**src/rtl/cpu_pkg.sv**
```systemverilog
// Shared CPU-wide constants for the register file and writeback path.
//   XLEN        : datapath width
//   REG_ADDR_W  : register address width
//   NUM_REGS    : number of architectural registers (x0 hardwired to zero)
//   WB_ALU/WB_LOAD/WB_CSR : writeback requester indices on the shared write port
package cpu_pkg;

    localparam int XLEN       = 32;
    localparam int REG_ADDR_W = 5;
    localparam int NUM_REGS   = 32;

    localparam int WB_ALU  = 0;
    localparam int WB_LOAD = 1;
    localparam int WB_CSR  = 2;

endpackage : cpu_pkg

```
**src/rtl/regfile_wb_arbiter_if.sv**
```systemverilog
// Writeback request bundle between the execute/memory units and the
// register-file write-port arbiter.
//
// Handshake: requester i raises req_valid[i] with req_addr/req_data slice i
// and holds all three stable until req_ready[i] is seen high; a transfer
// happens on the rising edge where req_valid[i] & req_ready[i].
//   req_valid : NUM_REQ      per-requester valid (master -> slave)
//   req_ready : NUM_REQ      per-requester grant, one-hot or zero (slave -> master)
//   req_addr  : NUM_REQ*5    packed destination addresses, slice i = [5i+4:5i]
//   req_data  : NUM_REQ*XLEN packed write data, slice i = [XLEN*i +: XLEN]
interface regfile_wb_arbiter_if #(
    parameter int NUM_REQ = 3,
    parameter int XLEN    = 32
);
    logic [NUM_REQ-1:0]      req_valid;
    logic [NUM_REQ-1:0]      req_ready;
    logic [NUM_REQ*5-1:0]    req_addr;
    logic [NUM_REQ*XLEN-1:0] req_data;

    modport master (output req_valid, output req_addr, output req_data, input req_ready);
    modport slave  (input req_valid, input req_addr, input req_data, output req_ready);
endinterface : regfile_wb_arbiter_if

```
**src/rtl/regfile_wb_arbiter_rr_arbiter.sv**
```systemverilog
// Round-robin arbiter.
//   clk, rst_n : clock, synchronous active-low reset (pointer -> 0)
//   req        : N-bit request vector
//   accept     : the granted request was taken this cycle; advance the pointer
//   gnt        : one-hot (or zero) grant, combinational
// The search starts at the pointer and wraps; after an accepted grant to
// index g the pointer moves to g+1 (mod N), otherwise it holds.
module rr_arbiter #(
    parameter int N = 3
) (
    input  logic         clk,
    input  logic         rst_n,
    input  logic [N-1:0] req,
    input  logic         accept,
    output logic [N-1:0] gnt
);
    localparam int PW = (N > 1) ? $clog2(N) : 1;
    localparam int IW = PW + 1;

    logic [PW-1:0] ptr_q, ptr_d;
    logic [PW-1:0] gnt_idx;
    logic [IW-1:0] idx;
    logic          found;

    // Walk the N positions starting at the pointer; the first live request wins.
    always_comb begin
        gnt     = '0;
        gnt_idx = '0;
        found   = 1'b0;
        idx     = '0;
        for (int i = 0; i < N; i++) begin
            idx = {1'b0, ptr_q} + IW'(i);
            if (idx >= IW'(N)) begin
                idx = idx - IW'(N);
            end
            if (!found && req[idx[PW-1:0]]) begin
                found   = 1'b1;
                gnt_idx = idx[PW-1:0];
            end
        end
        if (found) begin
            gnt[gnt_idx] = 1'b1;
        end
    end

    always_comb begin
        ptr_d = ptr_q;
        if (accept && found) begin
            ptr_d = (gnt_idx == PW'(N - 1)) ? '0 : gnt_idx + 1'b1;
        end
    end

    always_ff @(posedge clk) begin
        if (!rst_n) begin
            ptr_q <= '0;
        end else begin
            ptr_q <= ptr_d;
        end
    end

endmodule : rr_arbiter

```
**src/rtl/regfile_wb_arbiter.sv**
```systemverilog
// Register-file writeback arbiter with pending-write scoreboard.
//   clk, rst_n           : clock, synchronous active-low reset
//   wb (slave modport)   : NUM_REQ writeback requesters (valid/ready/addr/data)
//   wr_en/wr_addr/wr_data: registered register-file write port, 1-cycle latency
//   rsv_valid/rsv_addr   : issue stage reserves a destination register
//   rsv_ready            : reservation accepted (stalls WAW on a busy register)
//   rs1_addr/rs2_addr    : source registers to check
//   rs1_busy/rs2_busy    : pending-write flags for the source registers
//   busy                 : full scoreboard bitmap, bit 0 always 0
module regfile_wb_arbiter
    import cpu_pkg::*;
#(
    parameter int NUM_REQ = 3,
    parameter int XLEN    = cpu_pkg::XLEN
) (
    input  logic                    clk,
    input  logic                    rst_n,
    regfile_wb_arbiter_if.slave     wb,
    output logic                    wr_en,
    output logic [REG_ADDR_W-1:0]   wr_addr,
    output logic [XLEN-1:0]         wr_data,
    input  logic                    rsv_valid,
    input  logic [REG_ADDR_W-1:0]   rsv_addr,
    output logic                    rsv_ready,
    input  logic [REG_ADDR_W-1:0]   rs1_addr,
    input  logic [REG_ADDR_W-1:0]   rs2_addr,
    output logic                    rs1_busy,
    output logic                    rs2_busy,
    output logic [NUM_REGS-1:0]     busy
);
    logic [NUM_REQ-1:0]    req_live;
    logic [NUM_REQ-1:0]    gnt;
    logic                  xfer;
    logic [REG_ADDR_W-1:0] xfer_addr;
    logic [XLEN-1:0]       xfer_data;

    logic                  wr_en_q, wr_en_d;
    logic [REG_ADDR_W-1:0] wr_addr_q, wr_addr_d;
    logic [XLEN-1:0]       wr_data_q, wr_data_d;
    logic [NUM_REGS-1:0]   busy_q, busy_d;

    // Masking requests with rst_n keeps every grant low during reset.
    assign req_live = wb.req_valid & {NUM_REQ{rst_n}};

    rr_arbiter #(.N(NUM_REQ)) u_rr_arbiter (
        .clk    (clk),
        .rst_n  (rst_n),
        .req    (req_live),
        .accept (xfer),
        .gnt    (gnt)
    );

    assign wb.req_ready = gnt;
    // A grant only goes to a valid requester, so any grant is a transfer.
    assign xfer = |gnt;

    always_comb begin
        xfer_addr = '0;
        xfer_data = '0;
        for (int i = 0; i < NUM_REQ; i++) begin
            if (gnt[i]) begin
                xfer_addr = wb.req_addr[i*REG_ADDR_W +: REG_ADDR_W];
                xfer_data = wb.req_data[i*XLEN +: XLEN];
            end
        end
    end

    // Writes to x0 are accepted but never reach the register file.
    always_comb begin
        wr_en_d   = xfer && (xfer_addr != '0);
        wr_addr_d = wr_en_d ? xfer_addr : wr_addr_q;
        wr_data_d = wr_en_d ? xfer_data : wr_data_q;
    end

    assign rsv_ready = rst_n && ((rsv_addr == '0) || !busy_q[rsv_addr]);

    // Clear for the outgoing write and set for a new reservation; they never
    // target the same register because rsv_ready is low while the bit is set.
    always_comb begin
        busy_d = busy_q;
        if (wr_en_q) begin
            busy_d[wr_addr_q] = 1'b0;
        end
        if (rsv_valid && rsv_ready && (rsv_addr != '0)) begin
            busy_d[rsv_addr] = 1'b1;
        end
        busy_d[0] = 1'b0;
    end

    always_ff @(posedge clk) begin
        if (!rst_n) begin
            wr_en_q   <= 1'b0;
            wr_addr_q <= '0;
            wr_data_q <= '0;
            busy_q    <= '0;
        end else begin
            wr_en_q   <= wr_en_d;
            wr_addr_q <= wr_addr_d;
            wr_data_q <= wr_data_d;
            busy_q    <= busy_d;
        end
    end

    assign wr_en    = wr_en_q;
    assign wr_addr  = wr_addr_q;
    assign wr_data  = wr_data_q;
    assign busy     = busy_q;
    assign rs1_busy = busy_q[rs1_addr];
    assign rs2_busy = busy_q[rs2_addr];

endmodule : regfile_wb_arbiter

```
**src/flat_wrapper.sv**
```systemverilog
// flat-port wrapper written by rule: the top's interface ports become plain ports
module regfile_wb_arbiter_flat import cpu_pkg::*;
#(
    parameter int NUM_REQ = 3,
    parameter int XLEN    = cpu_pkg::XLEN
)
  (clk, rst_n, wr_en, wr_addr, wr_data, rsv_valid, rsv_addr, rsv_ready, rs1_addr, rs2_addr, rs1_busy, rs2_busy, busy, wb_req_valid, wb_req_addr, wb_req_data, wb_req_ready);
  regfile_wb_arbiter_if #(.NUM_REQ(NUM_REQ), .XLEN(XLEN)) wb_i ();
  input  logic clk;
  input  logic rst_n;
  output logic wr_en;
  output logic [REG_ADDR_W-1:0] wr_addr;
  output logic [XLEN-1:0] wr_data;
  input  logic rsv_valid;
  input  logic [REG_ADDR_W-1:0] rsv_addr;
  output logic rsv_ready;
  input  logic [REG_ADDR_W-1:0] rs1_addr;
  input  logic [REG_ADDR_W-1:0] rs2_addr;
  output logic rs1_busy;
  output logic rs2_busy;
  output logic [NUM_REGS-1:0] busy;
  input wire logic [$bits(wb_i.req_valid)-1:0] wb_req_valid;
  input wire logic [$bits(wb_i.req_addr)-1:0] wb_req_addr;
  input wire logic [$bits(wb_i.req_data)-1:0] wb_req_data;
  output wire logic [$bits(wb_i.req_ready)-1:0] wb_req_ready;
  assign wb_i.req_valid = wb_req_valid;
  assign wb_i.req_addr = wb_req_addr;
  assign wb_i.req_data = wb_req_data;
  assign wb_req_ready = wb_i.req_ready;
  regfile_wb_arbiter #(.NUM_REQ(NUM_REQ), .XLEN(XLEN)) u_core (.clk(clk), .rst_n(rst_n), .wb(wb_i), .wr_en(wr_en), .wr_addr(wr_addr), .wr_data(wr_data), .rsv_valid(rsv_valid), .rsv_addr(rsv_addr), .rsv_ready(rsv_ready), .rs1_addr(rs1_addr), .rs2_addr(rs2_addr), .rs1_busy(rs1_busy), .rs2_busy(rs2_busy), .busy(busy));
endmodule
```
**config.mk**
```make
export PLATFORM = sky130hd
export DESIGN_NAME = regfile_wb_arbiter_flat
export DESIGN_NICKNAME = d
export VERILOG_FILES = /design/src/rtl/cpu_pkg.sv /design/src/rtl/regfile_wb_arbiter_if.sv /design/src/rtl/regfile_wb_arbiter_rr_arbiter.sv /design/src/rtl/regfile_wb_arbiter.sv /design/src/flat_wrapper.sv
export SDC_FILE = /design/constraint.sdc
export NUM_CORES = 1
export LEC_CHECK = 0
export ABC_AREA = 1
export CAP_MARGIN = 25
export CELL_PAD_IN_SITES_DETAIL_PLACEMENT = 0
export CELL_PAD_IN_SITES_GLOBAL_PLACEMENT = 1
export CORE_UTILIZATION = 25
export CTS_CLUSTER_SIZE = 40
export DETAILED_ROUTE_END_ITERATION = 8
export GPL_TIMING_DRIVEN = 0
export PLACE_DENSITY = 0.74
export REMOVE_ABC_BUFFERS = 1
export SYNTH_ARGS = -nofsm -noshare
export SYNTH_HDL_FRONTEND = slang
export SYNTH_HIERARCHICAL = 1
export SYNTH_SLANG_ARGS = --single-unit
export TNS_END_PERCENT = 50
```
**constraint.sdc**
```tcl
create_clock -name clk -period 5.62 [get_ports clk]
set_input_delay 1.124 -clock clk [delete_from_list [all_inputs] [get_ports clk]]
set_output_delay 1.124 -clock clk [all_outputs]
set_load 0.005 [all_outputs]
```
==> impl_metrics.py, run 1 <==
metrics = {
    "status": {
        "outcome": "finished clean",
    },
    "hold_path": {
        "min_from": "u_core/wr_data[2]",
        "holdPathEnd": "u_core/wr_data[2]",
        "hp-class": "flop to flop",
        "hold_depth": 2,
    },
    "setup_path": {
        "cp_slowest_cell": "clkdlybuf4s50_1",
        "setup.worst_path.end_class": "output pin",
        "rr_startpoint": "u_core/u_rr_arbiter/ptr_q[0]",
        "r2r_end": "u_core/wr_data[18]",
        "crit_type": "primary input to output pin",
        "path_buf_inv": 3,
        "arrival_ns": 3.99,
        "rr_worst_depth": 22,
        "crit_path_cell_trace": "clkdlybuf4s50_1, inv_8, nand2_1, nand2_1, nand2_1, nand2_1, nand2_1, nand2_2, nor2_4, nand2_4, nor2_8, clkdlybuf4s50_1",
        "crit_required_ns": 4.50,
        "cpMostUsedCell": "nand2_1",
        "cp_top_family": "buffers and inverters",
        "cp_max_fo": 32,
        "critPathLaunchType": "primary input",
        "max_stage_delay_ns": 0.98,
        "r2r_slack_ns": 1.37,
        "critPathLaunch": "rsv_addr[0]",
    },
    "logic_synthesis": {
        "synth_warnings": 6,
        "synth_ff_type": "dfxtp_1",
        "syn_avg_cell_area_um2": 7.08,
        "synth_area_um2": 4980,
        "seq_area_frac_synth": 0.285,
        "async_flop_share": 0,
        "netlist_instances": 704,
        "yosysUniqueCellTypes": 35,
        "synth_seq_cells": 71,
        "synth-edff-count": 0,
    },
    "pwr": {
        "p_clk_frac": 0.208,
        "p_int_mw": 1.83,
        "leakage_nw": 2.82,
        "p_total_mw": 3.22,
        "swShare": 0.432,
        "p_per_area_nw_per_um2": 425,
        "comb_power_share": 0.583,
        "pwr-share-seq": 0.209,
        "peakVddDrop_mv": 0.311,
        "power_switching_mw": 1.39,
    },
    "floorplan": {
        "boundaryPins": 208,
        "dieArea_um2": 20500,
        "die_h_um": 143,
        "start_util": 0.255,
        "die_w_um": 143,
        "row_count": 51,
        "core_um2": 19500,
    },
    "global_route": {
        "grt_max_degree": 42,
        "grt_overflow_total": 0,
        "grt_pass1_wl_mm": 30.2,
        "antenna_found_initial": 0,
        "grt.total_usage": 0.189,
        "grt_pass1_vias": 5478,
    },
    "layout": {
        "stdcell_count": 1153,
        "layout_commonest_cell": "clkdlybuf4s50_1",
        "final_nets": 1019,
        "fill_cells": 2058,
        "final_cell_area_um2": 7570,
        "final_cell_mix": "clkdlybuf4s50_1, nand2_1, dfxtp_1, o21ai_0, nand3_1",
        "n_antenna_cell": 0,
        "syn2layout_area_growth_pct": 51.9,
        "drive_above_1_share": 0.125,
    },
    "clock_tree": {
        "cts_tree": "built",
        "clock_latency_ns": 0.33,
        "cts_setup_buffers": 0,
        "cts_root_buffer": "clkbuf_16",
        "clockBufferDepth": 2,
        "cts_made_buffers": 9,
        "clkTransAtPathRegs_ns": 0.06,
        "clkSinkCount": 71,
        "htree_num_levels": 3,
    },
    "detailed_routing": {
        "wl_mm": 19.1,
        "drt_drc_violations_left": 0,
        "drt_first_pass_iters": 7,
        "num_vias": 5616,
        "dr_wl_met2_mm": 9.24,
        "final_antenna_net_count": 0,
        "viasPerCell": 4.87,
        "drt-met1-wl_mm": 8.30,
        "wire_per_inst_um": 16.6,
        "highest_layer": "met4",
        "route.met3.wl_mm": 1.37,
        "drt_iter0_markers": 265,
    },
    "sta": {
        "rsz0062_at_grt": "false",
        "worst_pin_slew_ns": 0.971,
        "fin_crit_sh": 0.909,
        "finalHoldViolCount": 0,
        "skew_ns": 0.00719,
        "max_freq_mhz": 196,
        "slew_violations": 0,
        "period_needed_ns": 5.11,
        "maxSlewHeadroom": 0.352,
        "finalSetupViolCount": 0,
        "setup-tns-final_ns": 0,
    },
    "placed_design": {
        "place_inst": 1135,
        "dpl-instance-area_um2": 7200,
        "numPortBuffers": 206,
        "dp_hpwl_mm": 14.5,
        "routabilityCongestion": 0.819,
    },
    "job": {
        "timing.max_cap.violations": 0,
    },
}
cells in the mapped netlist (all sizes together) (4+ instances only):
| library cell | n | share of area |
|---|---|---|
| ha | 4 | 0.010 |
| buf | 24 | 0.040 |
| inv | 50 | 0.039 |
| nand3 | 98 | 0.13 |
| o21ai | 70 | 0.070 |
| nor2 | 71 | 0.063 |
| a21oi | 48 | 0.072 |
| o221ai | 10 | 0.018 |
| clkbuf | 20 | 0.015 |
| a221o | 32 | 0.064 |
| o211ai | 34 | 0.051 |
| dfxtp | 71 | 0.29 |
| nand2 | 154 | 0.12 |
| nor3 | 9 | 0.0090 |
routing by layer:
metal | vias to the layer above | global-route usage
li1 | 2824 | -
met1 | 2567 | 0.240
met2 | 211 | 0.322
met3 | 14 | 0.0379
met4 | 0 | 0.0521
met5 | - | 0
tightest hold or removal path, cell delays in order, from the launching register on:
cell	delay [ns]
dfxtp_1	0.31
nand3_1	0.07
nand2_1	0.05
logic make-up (layout without fill, tap and decap cells):
family | count (synthesis) | in the layout | synth area share
and+or+nand+nor | 334 | 336 | 0.326
AOI/OAI and AO/OA | 200 | 200 | 0.284
buffers and inverters | 94 | 276 | 0.0941
DFF | 71 | 71 | 0.285
adders and majority gates | 4 | 4 | 0.0100
other | 1 | 1 | 0.000752
sequential cells by signal, indices dropped and copies added, names as in the netlist:
register	flops
u_core/busy	31
u_core/u_rr_arbiter/ptr_q	2
u_core/wr_data	32
u_core/wr_addr	5
u_core/wr_en	1
final cells by class:
cell class	count	area, um^2	share of cell area
clock inverters	6	108	0.0142
well taps	265	332	0.0438
flip-flops and latches	71	1420	0.188
clock buffers	10	239	0.0316
multi-input cells	541	3120	0.413
repair buffers	210	2150	0.284
inverters	50	198	0.0261
through the flow:
| stage | setup WS [ns] | hold slack (ns) | utilization |
|---|---|---|---|
| after floorplan | 0.448 | 0.466 | - |
| after global placement | -3.82 | 0.459 | 0.364 |
| after detailed placement | -0.340 | 0.462 | 0.369 |
| after CTS | 0.00507 | 0.472 | 0.387 |
| after global routing | 0.251 | 0.490 | 0.388 |
| final | 0.509 | 0.469 | 0.388 |
how the worst max path moves through the flow:
| stage | end | cells after the start |
|---|---|---|
| floorplan | u_core/wr_data[0] | 19 |
| global placement | u_core/wr_data[5] | 20 |
| detailed placement | u_core/wr_data[18] | 23 |
| CTS | u_core/wr_data[18] | 23 |
| global route | u_core/wr_data[18] | 23 |
| finish | rsv_ready | 12 |
power by group through the flow:
| stage | Combinational (mW) | Clock [mW] | Sequential, mW |
|---|---|---|---|
| floorplan | 1.04 | 0 | 0.678 |
| global placement | 1.73 | 0 | 0.681 |
| detailed placement | 1.82 | 0 | 0.682 |
| CTS | 1.82 | 0.686 | 0.674 |
| global route | 2.07 | 0.705 | 0.688 |
| finish | 1.88 | 0.670 | 0.673 |
timing repair:
item                                    CTS  global route
hold buffers                              0             0
gates resized for setup                   0             4
endpoints found under the setup margin    0            36
Note: power is estimated with default switching activity, not from simulation.
==> run 2, diff against run 1 <==
Settings changed: SLEW_MARGIN set to 20.
==> impl_metrics.py, run 2 (synthesis gave the netlist of run 1 again) <==
metrics = {
    "clock_tree": {
        "cts_root_buffer": "clkbuf_16",
        "cts_setup_buffers": 0,
        "clkSinkCount": 71,
        "cts_tree": "built",
        "htree_num_levels": 3,
        "cts_made_buffers": 9,
        "cts.hold.buffers_added": 0,
        "clock_latency_ns": 0.34,
        "clkTransAtPathRegs_ns": 0.06,
        "clockBufferDepth": 2,
    },
    "setup_path": {
        "cp_max_fo": 32,
        "setup.worst_path.end_class": "output pin",
        "crit_required_ns": 4.50,
        "critPathLaunchType": "primary input",
        "arrival_ns": 4.00,
        "crit_type": "primary input to output pin",
    },
    "floorplan": {
        "dieArea_um2": 20500,
        "die_w_um": 143,
        "die_h_um": 143,
        "boundaryPins": 208,
        "row_count": 51,
        "start_util": 0.255,
        "core_um2": 19500,
    },
    "global_route": {
        "grt_max_degree": 42,
        "grt.total_usage": 0.187,
        "grt_pass1_vias": 5413,
        "grt_pass1_wl_mm": 29.6,
        "grt_util_met3": 0.0409,
        "grt_use_met2": 0.324,
        "grt.met1_usage": 0.228,
        "antenna_found_initial": 0,
        "grt_overflow_total": 0,
        "top_usage_layer": "met2",
    },
    "detailed_routing": {
        "drt_first_pass_iters": 5,
        "wl_mm": 18.9,
        "drt_drc_violations_left": 0,
        "final_antenna_net_count": 0,
        "num_vias": 5594,
        "drt_iter0_markers": 258,
        "wire_per_inst_um": 16.4,
        "viasPerCell": 4.86,
    },
    "layout": {
        "layout_commonest_cell": "clkdlybuf4s50_1",
        "final_cell_mix": "clkdlybuf4s50_1, nand2_1, dfxtp_1, o21ai_0, nand3_1",
        "n_antenna_cell": 0,
        "final_nets": 1017,
        "drive_above_1_share": 0.125,
        "syn2layout_area_growth_pct": 50.6,
        "largest_reg_flops": 32,
    },
    "sta": {
        "maxSlewHeadroom": 0.468,
        "fin_crit_sh": 0.912,
        "finalSetupViolCount": 0,
        "timing.hold.ws_ns": 0.468,
        "skew_ns": 0.0101,
        "worst_pin_slew_ns": 0.797,
        "setup-tns-final_ns": 0,
        "finalHoldViolCount": 0,
        "max_freq_mhz": 195,
        "rsz0062_at_grt": "false",
        "slew_violations": 0,
        "period_needed_ns": 5.12,
    },
    "pwr": {
        "peakVddDrop_mv": 0.325,
        "p_per_area_nw_per_um2": 415,
        "leakage_nw": 2.79,
    },
    "job": {
        "timing.max_cap.violations": 0,
    },
    "status": {
        "outcome": "finished clean",
    },
    "hold_path": {
        "hp-class": "flop to flop",
    },
    "placed_design": {
        "numPortBuffers": 206,
        "routabilityCongestion": 0.819,
        "dp_hpwl_mm": 14.5,
    },
}
run 2: cell count changes in the layout (fill, tap and decap cells not counted), sizes merged:
cell      delta
buf          -1
inv          -1
nor2         -1
clkinv       +2
clkinvlp     +1
bufinv       -2
run 2: repair_timing:
item | 4_1_cts | 5_1_grt
hold endpoints to repair | 0 | 0
resized for setup | 0 | 3
setup endpoints to repair | 0 | 30
run 2: path summary, 6_finish.rpt:
check                               startpoint                 to  slack, ns  cells after the start
setup / recovery                   rsv_addr[0]          rsv_ready       0.50                     12
hold / removal               u_core/wr_data[2]  u_core/wr_data[2]       0.47                      2
setup reg to reg  u_core/u_rr_arbiter/ptr_q[0]  u_core/wr_data[5]       1.14                     22
hold reg to reg              u_core/wr_data[2]  u_core/wr_data[2]       0.47                      2
run 2: final cells by class:
class                   instances  area [um^2]
repair buffers                209         2130
inverters                      50          196
well taps                     265          332
fillers                      2093        12000
clock buffers                  10          239
flip-flops and latches         71         1420
clock inverters                 6         60.1
multi-input cells             540         3120
run 2: layer usage:
layer / vias to the layer above / routed length, um / part of all wire
li1: 2825 / - / -
met1: 2557 / 8100 / 0.43
met2: 199 / 9170 / 0.49
met3: 13 / 1370 / 0.072
met4: 0 / 247 / 0.013
met5: - / 0 / 0
run 2: worst max-delay path: stages:
cell and delay [ns]:
clkdlybuf4s50_1 0.96, inv_8 0.14, nand2_1 0.10, nand2_1 0.05, nand2_1 0.05, nand2_1 0.06, nand2_1 0.10, nand2_2 0.07
nor2_4 0.12, nand2_4 0.07, nor2_8 0.49, clkdlybuf4s50_1 0.65
run 2: stage by stage:
stage	std cells	utilization	worst slack [ns]	total power, mW	area, um^2
4_1_cts	1150	0.384	0.317	3.14	7490
6_report	1151	0.384	0.497	3.11	7510
3_5_place_dp	1134	0.368	-0.0103	2.55	7190
2_1_floorplan	660	-	0.448	1.72	4710
5_1_grt	1151	0.384	0.0734	3.36	7510
3_3_place_gp	1131	0.364	-3.82	2.41	7100
run 2: power by group:
part	switching (mW)	total, mW	internal, mW	leakage (nW)
clock	0.224	0.577	0.353	0.144
sequential	0.0652	0.672	0.607	0.580
combinational	1.04	1.86	0.819	2.06
==> run 3, diff against run 2 <==
Settings changed: CELL_PAD_IN_SITES_DETAIL_PLACEMENT 0 to 1, HOLD_SLACK_MARGIN set to 0.02.
==> impl_metrics.py, run 3 (synthesis gave the netlist of run 1 again) <==
metrics = {
    "status": {
        "outcome": "finished clean",
    },
    "setup_path": {
        "r2r_slack_ns": 1.17,
        "critPathLaunch": "rsv_addr[0]",
        "crit_end": "rsv_ready",
        "rr_startpoint": "u_core/u_rr_arbiter/ptr_q[0]",
        "setup.worst_path.end_class": "output pin",
        "rr_worst_depth": 22,
        "cp_max_fo": 32,
        "crit_required_ns": 4.50,
        "arrival_ns": 4.00,
        "crit_type": "primary input to output pin",
        "r2r_end": "u_core/wr_data[5]",
        "critPathLaunchType": "primary input",
    },
    "hold_path": {
        "hp-class": "flop to flop",
        "hold_depth": 2,
    },
    "sta": {
        "period_needed_ns": 5.13,
        "setup-tns-final_ns": 0,
        "slew_violations": 0,
        "timing.hold.ws_ns": 0.468,
        "maxSlewHeadroom": 0.454,
        "rsz0062_at_grt": "false",
        "finalHoldViolCount": 0,
        "finalSetupViolCount": 0,
        "fin_crit_sh": 0.912,
        "max_freq_mhz": 195,
        "worst_pin_slew_ns": 0.817,
        "skew_ns": 0.00521,
    },
    "layout": {
        "n_antenna_cell": 0,
        "stdcell_count": 1149,
        "ff_latch_area_um2": 1420,
        "layout_commonest_cell": "clkdlybuf4s50_1",
        "final_nets": 1017,
        "final_cell_mix": "clkdlybuf4s50_1, nand2_1, dfxtp_1, o21ai_0, nand3_1",
        "drive_above_1_share": 0.121,
        "multiInputGateArea_um2": 3120,
        "fill_cells": 2448,
        "syn2layout_area_growth_pct": 49.9,
        "largest_reg_flops": 32,
    },
    "clock_tree": {
        "htree_num_levels": 3,
        "clockBufferDepth": 2,
        "clkTransAtPathRegs_ns": 0.05,
        "cts_setup_buffers": 0,
        "cts_resized": 0,
        "cts.hold.buffers_added": 0,
        "clkSinkCount": 71,
        "cts_root_buffer": "clkbuf_16",
        "cts_tree": "built",
        "cts_made_buffers": 9,
        "clock_latency_ns": 0.33,
    },
    "detailed_routing": {
        "wire_per_inst_um": 17.3,
        "drt_iter0_markers": 151,
        "drt_first_pass_iters": 4,
        "final_antenna_net_count": 0,
        "wl_mm": 19.9,
        "num_vias": 5690,
        "viasPerCell": 4.95,
        "drt_drc_violations_left": 0,
    },
    "pwr": {
        "peakVddDrop_mv": 0.317,
        "p_per_area_nw_per_um2": 412,
        "p_total_mw": 3.08,
        "pwr-share-seq": 0.218,
        "swShare": 0.433,
        "leakage_nw": 2.78,
        "power_switching_mw": 1.33,
        "comb_power_share": 0.611,
        "p_int_mw": 1.74,
        "p_clk_frac": 0.170,
    },
    "global_route": {
        "grt.total_usage": 0.200,
        "grt_pass1_vias": 5808,
        "grt_max_degree": 42,
        "grt_overflow_total": 0,
        "antenna_found_initial": 0,
        "grt_pass1_wl_mm": 31.8,
    },
    "floorplan": {
        "dieArea_um2": 20500,
        "boundaryPins": 208,
        "die_h_um": 143,
        "start_util": 0.255,
        "core_um2": 19500,
        "row_count": 51,
        "die_w_um": 143,
    },
    "placed_design": {
        "place_inst": 1134,
        "dp_hpwl_mm": 15.5,
        "routabilityCongestion": 0.819,
        "numPortBuffers": 206,
    },
    "job": {
        "timing.max_cap.violations": 0,
    },
}
-- run 3: worst min path at each step --
stage | to | slack, ns | startpoint
floorplan | u_core/wr_data[0] | 0.47 | u_core/wr_data[0]
global placement | u_core/wr_data[7] | 0.46 | u_core/wr_data[7]
detailed placement | u_core/wr_data[2] | 0.46 | u_core/wr_data[2]
CTS | u_core/wr_data[2] | 0.47 | u_core/wr_data[2]
global route | u_core/wr_data[10] | 0.50 | u_core/wr_data[10]
finish | u_core/wr_data[2] | 0.47 | u_core/wr_data[2]
-- run 3: power by group through the flow --
stage	Sequential, mW	Combinational [mW]	Clock (mW)
floorplan	0.678	1.04	0
global placement	0.681	1.73	0
detailed placement	0.684	1.89	0
CTS	0.674	1.89	0.539
global route	0.685	2.08	0.557
finish	0.672	1.88	0.524
-- run 3: layout make-up --
cell class / instances / share of cell area
Clock buffer: 13 / 0.0348
Clock inverter: 1 / 0.000670
Inverter: 50 / 0.0263
Multi-Input combinational cell: 540 / 0.418
Sequential cell: 71 / 0.190
Tap cell: 265 / 0.0444
Timing Repair Buffer: 209 / 0.286
-- run 3: routing by layer --
metal / vias up / global-route usage / routed length (um)
met4: 0 / 0.0475 / 170
met1: 2689 / 0.246 / 8710
li1: 2823 / - / -
met3: 10 / 0.0402 / 1170
met2: 168 / 0.353 / 9860
met5: - / 0 / 0
-- run 3: metrics by stage --
stage                     setup WS, ns  cell area [um^2]  utilization
final                            0.494              7470        0.383
after global routing            0.0121              7470        0.383
after CTS                        0.314              7460        0.382
after detailed placement      -0.00814              7190        0.368
after global placement           -3.82              7100        0.364
after floorplan                  0.448              4710            -
-- run 3: worst max-delay path, stage by stage --
cell and delay [ns]:
clkdlybuf4s50_1 0.95, inv_8 0.14, nand2_1 0.10, nand2_1 0.05, nand2_1 0.05, nand2_1 0.06, nand2_1 0.10, nand2_2 0.07
nor2_4 0.12, nand2_4 0.07, nor2_8 0.49, clkdlybuf4s50_1 0.65
